--- src/rtl/byte_bus_adapter.sv ---
// byte_bus_adapter: serialises byte/half/word loads and stores onto an 8-bit req/ack bus, little-endian.
// Optional ack-wait timeout fault is built only when BYTE_BUS_ACK_TIMEOUT_EN is defined.
module byte_bus_adapter #(
  parameter int unsigned TIMEOUT_CYCLES = 16
) (
  input  logic        clk,
  input  logic        reset,
  input  logic        enable,
  input  logic        is_write,
  input  logic        is_unsigned,
  input  logic [1:0]  size,
  input  logic [31:0] addr,
  input  logic [31:0] data_in,
  output logic [31:0] data_out,
  output logic        busy,
  output logic        op_fault,
  output logic        addr_fault,
  output logic        access_fault,
  output logic [31:0] ext_addr,
  output logic [7:0]  ext_wdata,
  output logic        ext_req,
  output logic        ext_we,
  input  logic [7:0]  ext_rdata,
  input  logic        ext_ack,
  input  logic        ext_err
);

  typedef enum logic [1:0] {
    IDLE = 2'd0,
    XFER = 2'd1,
    DONE = 2'd2
  } state_t;

  localparam logic [1:0] SIZE_BYTE = 2'b00;
  localparam logic [1:0] SIZE_HALF = 2'b01;
  localparam logic [1:0] SIZE_WORD = 2'b10;
  localparam logic [1:0] SIZE_BAD  = 2'b11;

  if (TIMEOUT_CYCLES < 1) begin : g_bad_timeout
    $error("byte_bus_adapter: TIMEOUT_CYCLES must be at least 1");
  end

  state_t      state, state_next;
  logic [1:0]  idx, idx_inc, last_idx;
  logic        req_write, req_unsigned;
  logic [1:0]  req_size;
  logic [31:0] req_addr, req_wdata;
  logic [31:0] rbuf, load_word, load_ext;

  logic capture, start_xfer, advance, finish_ok;
  logic set_op, set_addr, set_acc;
  logic misaligned, timeout_hit;

  assign misaligned = ((size == SIZE_HALF) && addr[0]) ||
                      ((size == SIZE_WORD) && (addr[1:0] != 2'b00));
  assign last_idx   = (req_size == SIZE_BYTE) ? 2'd0 :
                      (req_size == SIZE_HALF) ? 2'd1 : 2'd3;
  assign idx_inc    = idx + 2'd1;

  // busy is combinational so the core stalls in the very cycle it presents a request
  assign busy = !reset && ((state == XFER) || ((state == IDLE) && enable));

  always_ff @(posedge clk) begin
    if (reset) state <= IDLE;
    else       state <= state_next;
  end

  // next-state and per-cycle control strobes
  always_comb begin
    state_next = state;
    capture    = 1'b0;
    start_xfer = 1'b0;
    advance    = 1'b0;
    finish_ok  = 1'b0;
    set_op     = 1'b0;
    set_addr   = 1'b0;
    set_acc    = 1'b0;
    case (state)
      IDLE: begin
        if (enable) begin
          capture = 1'b1;
          if (size == SIZE_BAD) begin
            state_next = DONE;
            set_op     = 1'b1;
          end else if (misaligned) begin
            state_next = DONE;
            set_addr   = 1'b1;
          end else begin
            state_next = XFER;
            start_xfer = 1'b1;
          end
        end
      end
      XFER: begin
        if (!enable) begin
          state_next = IDLE;
        end else if (ext_err) begin
          state_next = DONE;
          set_acc    = 1'b1;
        end else if (ext_ack) begin
          if (idx == last_idx) begin
            state_next = DONE;
            finish_ok  = 1'b1;
          end else begin
            advance = 1'b1;
          end
        end else if (timeout_hit) begin
          state_next = DONE;
          set_acc    = 1'b1;
        end
      end
      DONE:    state_next = IDLE;
      default: state_next = IDLE;
    endcase
  end

  // merge the incoming byte into the load buffer, then extend to 32 bits
  always_comb begin
    load_word = rbuf;
    load_word[{idx, 3'b000} +: 8] = ext_rdata;
  end

  always_comb begin
    case (req_size)
      SIZE_BYTE: load_ext = {{24{~req_unsigned & load_word[7]}}, load_word[7:0]};
      SIZE_HALF: load_ext = {{16{~req_unsigned & load_word[15]}}, load_word[15:0]};
      default:   load_ext = load_word;
    endcase
  end

  always_ff @(posedge clk) begin
    if (reset) begin
      idx          <= 2'd0;
      req_write    <= 1'b0;
      req_unsigned <= 1'b0;
      req_size     <= 2'b00;
      req_addr     <= 32'd0;
      req_wdata    <= 32'd0;
      rbuf         <= 32'd0;
      data_out     <= 32'd0;
      op_fault     <= 1'b0;
      addr_fault   <= 1'b0;
      access_fault <= 1'b0;
      ext_req      <= 1'b0;
      ext_we       <= 1'b0;
      ext_addr     <= 32'd0;
      ext_wdata    <= 8'd0;
    end else begin
      op_fault     <= set_op;
      addr_fault   <= set_addr;
      access_fault <= set_acc;
      if (capture) begin
        req_write    <= is_write;
        req_unsigned <= is_unsigned;
        req_size     <= size;
        req_addr     <= addr;
        req_wdata    <= data_in;
      end
      // bus outputs are loaded for the byte about to be presented
      if (start_xfer) begin
        idx       <= 2'd0;
        ext_req   <= 1'b1;
        ext_we    <= is_write;
        ext_addr  <= addr;
        ext_wdata <= data_in[7:0];
      end else if (advance) begin
        idx       <= idx_inc;
        ext_addr  <= req_addr + 32'(idx_inc);
        ext_wdata <= 8'(req_wdata >> {idx_inc, 3'b000});
        if (!req_write) rbuf <= load_word;
      end else if (state_next != XFER) begin
        ext_req <= 1'b0;
        ext_we  <= 1'b0;
      end
      if (finish_ok && !req_write) data_out <= load_ext;
    end
  end

`ifdef BYTE_BUS_ACK_TIMEOUT_EN
  localparam int unsigned WAIT_W = $clog2(TIMEOUT_CYCLES + 1);

  logic [WAIT_W-1:0] wait_cnt;

  // counts XFER cycles spent waiting on the current byte
  always_ff @(posedge clk) begin
    if (reset || start_xfer || advance)
      wait_cnt <= '0;
    else if ((state == XFER) && !ext_ack && !ext_err)
      wait_cnt <= wait_cnt + WAIT_W'(1);
  end

  assign timeout_hit = (wait_cnt == WAIT_W'(TIMEOUT_CYCLES - 1));
`else
  assign timeout_hit = 1'b0;
`endif

endmodule

--- config.mk ---
export PLATFORM = sky130hd
export DESIGN_NAME = byte_bus_adapter
export DESIGN_NICKNAME = d
export VERILOG_FILES = /design/src/rtl/byte_bus_adapter.sv
export SDC_FILE = /design/constraint.sdc
export NUM_CORES = 1
export LEC_CHECK = 0
export ABC_AREA = 1
export CORE_MARGIN = 2
export CORE_UTILIZATION = 40
export DETAILED_ROUTE_END_ITERATION = 8
export GPL_ROUTABILITY_DRIVEN = 1
export PLACE_DENSITY = 0.75
export SLEW_MARGIN = 10
export SYNTH_ARGS = -nofsm -noshare
export SYNTH_HDL_FRONTEND = slang
export SYNTH_SLANG_ARGS = --single-unit
--- constraint.sdc ---
create_clock -name clk -period 5.5 [get_ports clk]
set_input_delay 1.65 -clock clk [delete_from_list [all_inputs] [get_ports clk]]
set_output_delay 1.65 -clock clk [all_outputs]
set_load 0.05 [all_outputs]
==> After elaboration in Yosys (flattened, before gate mapping) <==
Cells that the tools add are included.
{ "word_totals": {"register_bits": 181, "input_bits": 81, "output_inout_bits": 78, "word_cells": 97} }
{ "op_classes": {"n_addsub": 3, "eq_ne": 8, "n_shift": 3, "mux": 39, "bitwise_logic": 8, "reduce_logical": 20} }
{ "ops": {"columns": ["cell", "count"], "rows": [
  ["$mux W32", 2],
  ["$pmux W32 S2", 1],
  ["$add A32 B2 Y32", 1],
  ["$bwmux W32", 1],
  ["$shift A8 B7 Y32 const A", 1],
  ["$shiftx A8 B7 Y32", 1],
  ["$shr A32 B5 Y8", 1],
  ["$mux W1", 23],
  ["$mux W2", 9],
  ["$mux W8", 2],
  ["$neg A5 Y7", 1],
  ["$eq A2 B1 Y1 const B", 3],
  ["$not A1 Y1", 6],
  ["$reduce_bool A2 Y1", 3],
  ["$reduce_or A3 Y1", 2],
  ["$logic_and A1 B1 Y1", 5],
  ["$eq A2 B2 Y1 const B", 2],
  ["$logic_not A2 Y1", 2],
  ["$pmux W2 S2", 1],
  ["$reduce_or A4 Y1", 1],
  ["$reduce_and A3 Y1", 1],
  ["$add A2 B1 Y2 const B", 1],
  ["$and A1 B1 Y1", 2],
  ["$eq A2 B2 Y1", 1],
  ["6 further kinds", 8]
]} }

==> Depth between registers and ports, before layout <==
{ "logic_depth": {"word_depth": 13, "mapped_depth": 13, "depth_no_buf": 12} }

==> Worst setup path after synthesis <==
No wires, ideal clock.
{ "synth_path": {"path_type": "input port to output port", "startpoint": "input enable", "endpoint": "output busy", "t_arrival_ps": 2967, "required_ps": 3850, "path_slack_ps": 883, "cell_stages": 5, "n_path_buf": 1, "cell_sequence": "inv_1 > nor3_4 > inv_2 > clkbuf_1 > a21oi_1"} }
{ "synth_via": {"elab_chain_len": 3} }
{ "synth_rtl": {"columns": ["element", "line_no", "rtl"], "rows": [
  ["start, declared", "8", "input logic enable,"],
  ["$logic_and A1 B1 Y1", "61", "assign busy = !reset && ((state == XFER) || ((state == IDLE) && enable));"],
  ["$logic_or A1 B1 Y1", "61", null],
  ["$logic_and A1 B1 Y1", "61", null],
  ["end, declared", "15", "output logic busy,"]
]} }
No other way between the ends.

==> Worst setup path in the final report <==
Ends and elaborated chain as after synthesis.

==> metrics.md <==
| Metric | Value |
|---|---|
| Hpwl dp | `16900 um` |
| Die Y | `around 150 um` |
| Final min period | `approximately 4500 ps` |
| Final hold viol count | `0` |
| Share of layout cells above drive strength 1 | `about 4.2%` |
| P per Cell Area | `between 200 and 300 nW/um^2` |
| Ys flop type | `dfxtp_1` |
| Avg Cell Area, Syn | `6.62 um^2` |
| Sequential fraction of the synthesis area | `41.8%` |
| Max Slew Vio Count | `0` |
| Worst path required time | `3850 ps` |
| Post-Synthesis Cells | `around 1300` |
| Filler Cells Inserted | `around 2100` |
| Initial antenna violation count | `0` |
| Worst vdd ir | `0.198 mV` |
| Period Utilization, post-route | `81.4%` |
| Worst r2r path cells | `13` |
| Final setup skew | `around 8.3 ps` |
| First-pass GRT wire length | `between 30000 and 40000 um` |
| Routed Antenna Nets | `0` |
| Synth Register Bits | `roughly 180` |
| Leak | `~0.0045 uW` |
| CTS root buffer | `clkbuf_16` |
| Post-CTS sizing | `0` |
| Worst relative slew slack | `36.2%` |
| Placed instance count | `1683` |
| CP max FO | `2` |
| Num rows | `53` |
| Port Buf Inserts | `between 150 and 200` |
| Layout area overhead | `26.1%` |
| Reg-to-Reg End | `ext_addr[18]` |
| Grt ovf | `0` |
| Hold Buf Count CTS | `0` |
| Critical Path End | `busy` |
| GRT Total Usage | `between 20% and 30%` |
| CTS Buf Count | `17` |
| Asr flop ratio synth | `0%` |
| Final WL | `approximately 25000 um` |
| Starting Density | `about two fifths` |
| TritonCTS clock tree | `yes` |
| Synth Net Count | `roughly 1400` |
| Critical path launch point type | `primary input` |
| Hold Path Depth | `2` |
| Post-synth top area cell | `dfxtp_1` |
| Final setup viols | `0` |
| Drt initial violations | `roughly 740` |
| Nets | `1515` |
| Ranking of synthesized cells by area | `dfxtp_1 42%, nand2_1 13%, nor2_1 9.5%, o21ai_0 9.2%, a21oi_1 6.2%` |
| Post-CTS setup buffers | `0` |
| Crit path from | `enable` |
| Core footprint | `between 20000 and 25000 um^2` |
| Fin cells | `between 1500 and 2000` |
| Outcome | `finished clean` |
| Distinct cells, synth | `37` |
| I/O pin count | `roughly 160` |
| Final hold slack | `approximately 450 ps` |
| Mapped cell area | `between 8000 and 9000 um^2` |
| Largest net degree at the start of global routing | `91` |
| DR pass1 iterations | `5` |
| Ys Warns | `0` |
| Worst Hold Class | `flop to flop` |
| Clock Sinks | `181` |
| Slew @ Worst Pin | `roughly 960 ps` |
| Number of remaining DRC errors | `0` |
| CP endpoint kind | `output port` |
| H-tree levels | `4` |
| Worst skew pair latency | `440 ps` |
| Share of the synthesized area in the top cell type | `a little over two fifths` |
| Final TNS setup | `0 ps` |
| Vias/cell | `~5.1` |
| Setup slack, reg-to-reg | `2050 ps` |
| Max_cap viols | `0` |
| Critical path class | `primary input to output port` |
| Crit path DAT | `roughly 2800 ps` |
| CTS max path bufs | `2` |
| Reg clk slew, reported paths | `70 ps` |
| Unrepaired setup endpoints after global routing | `no` |
| Start of the worst register-to-register path | `idx[0]` |
| Routed via count | `8773` |
| Number of global-route vias before repair | `around 8000` |
| Routability cong. | `0.912` |
| Max Clk Rate | `~220 MHz` |
| Commonest cells in the netlist | `310 x nand2_1, 220 x nor2_1, 181 x dfxtp_1, 160 x o21ai_0, 122 x inv_1` |
| Die X | `151 um` |
| Wirelength per Cell | `about 15 um` |
| Count leader, synth | `nand2_1` |
| Post-synth EDFFs | `0` |
| Die ar. | `between 20000 and 25000 um^2` |
stage by stage:
step	total power [uW]	cell area [um^2]	worst slack (ps)	utilization [%]
4_1_cts	3160	10900	1020	51.7
5_1_grt	3270	10900	964	51.7
3_5_place_dp	1910	10300	1030	48.9
2_1_floorplan	1740	8670	883	-
6_report	3150	10900	1020	51.7
3_3_place_gp	1910	10300	1060	48.9
worst max-delay path, cell delays in order:
cell and delay (ps):
clkdlybuf4s50_1 490, inv_1 80, nor3_4 150, inv_2 60, a21oi_1 220, buf_12 170
metal layers:
metal	global-route usage [%]	routed length (um)	vias up
met5	0	0	-
li1	-	-	4418
met1	29.8	11600	3968
met4	7.06	435	0
met2	34.9	11100	344
met3	4.88	1880	43
cell usage in the layout (no fill, tap or decap), types with 6 or more instances in the layout:
cell             count
nand2_1            310
nor2_1             220
dfxtp_1            181
o21ai_0            160
clkdlybuf4s50_1    157
inv_1              122
a21oi_1            108
nand3_1             65
clkbuf_16           17
o22ai_1              9
nand3b_1             9
buf_4                8
nor3_1               7
o31ai_1              7
xor2_1               6
ha_1                 6
area by class of cell:
| cell class | count | area, um^2 | share of cell area [%] |
|---|---|---|---|
| antenna | 1 | 2.50 | 0.0229 |
| timing repair buffer | 167 | 1670 | 15.3 |
| clock inverter | 12 | 145 | 1.33 |
| tap | 275 | 344 | 3.15 |
| clock buffer | 19 | 443 | 4.05 |
| sequential | 181 | 3620 | 33.1 |
| multi-input combinational | 932 | 4230 | 38.6 |
| inverter | 128 | 482 | 4.40 |
power breakdown:
part / internal, uW / total, uW / switching, uW
Clock: 691 / 1260 / 570
Combinational: 169 / 451 / 282
Sequential: 1380 / 1440 / 55.3
Total: 2240 / 3150 / 908
registers in the layout (all words and copies together) (netlist names):
| signal | count |
|---|---|
| op_fault | 1 |
| ext_addr | 32 |
| ext_req | 1 |
| data_out | 32 |
| ext_we | 1 |
| req_wdata | 32 |
| addr_fault | 1 |
| req_size | 2 |
| req_unsigned | 1 |
| req_addr | 32 |
| ext_wdata | 8 |
| access_fault | 1 |
| state | 2 |
| req_write | 1 |
| idx | 2 |
| rbuf | 32 |
cell families (layout without fill, tap and decap cells):
logic type               Yosys count  after routing  synth area share, %
AO/OA/AOI/OAI                    292            292                 17.3
AND/OR/NAND/NOR                  625            625                 29.4
flip-flops                       181            181                 41.8
adder cells (fa/ha/maj)            7              7                 1.10
other                              0              1                    0
XOR/XNOR                           8              8                0.894
buffers and inverters            197            326                 9.49
how the worst min path moves through the flow:
stage | startpoint | to | slack, ps
detailed placement | req_wdata[29] | req_wdata[29] | 450
floorplan | req_wdata[24] | req_wdata[24] | 430
global route | req_wdata[30] | req_wdata[30] | 480
global placement | req_wdata[30] | req_wdata[30] | 440
CTS | req_wdata[29] | req_wdata[29] | 460
finish | req_wdata[29] | req_wdata[29] | 450
(Power assumes the default switching activity.)
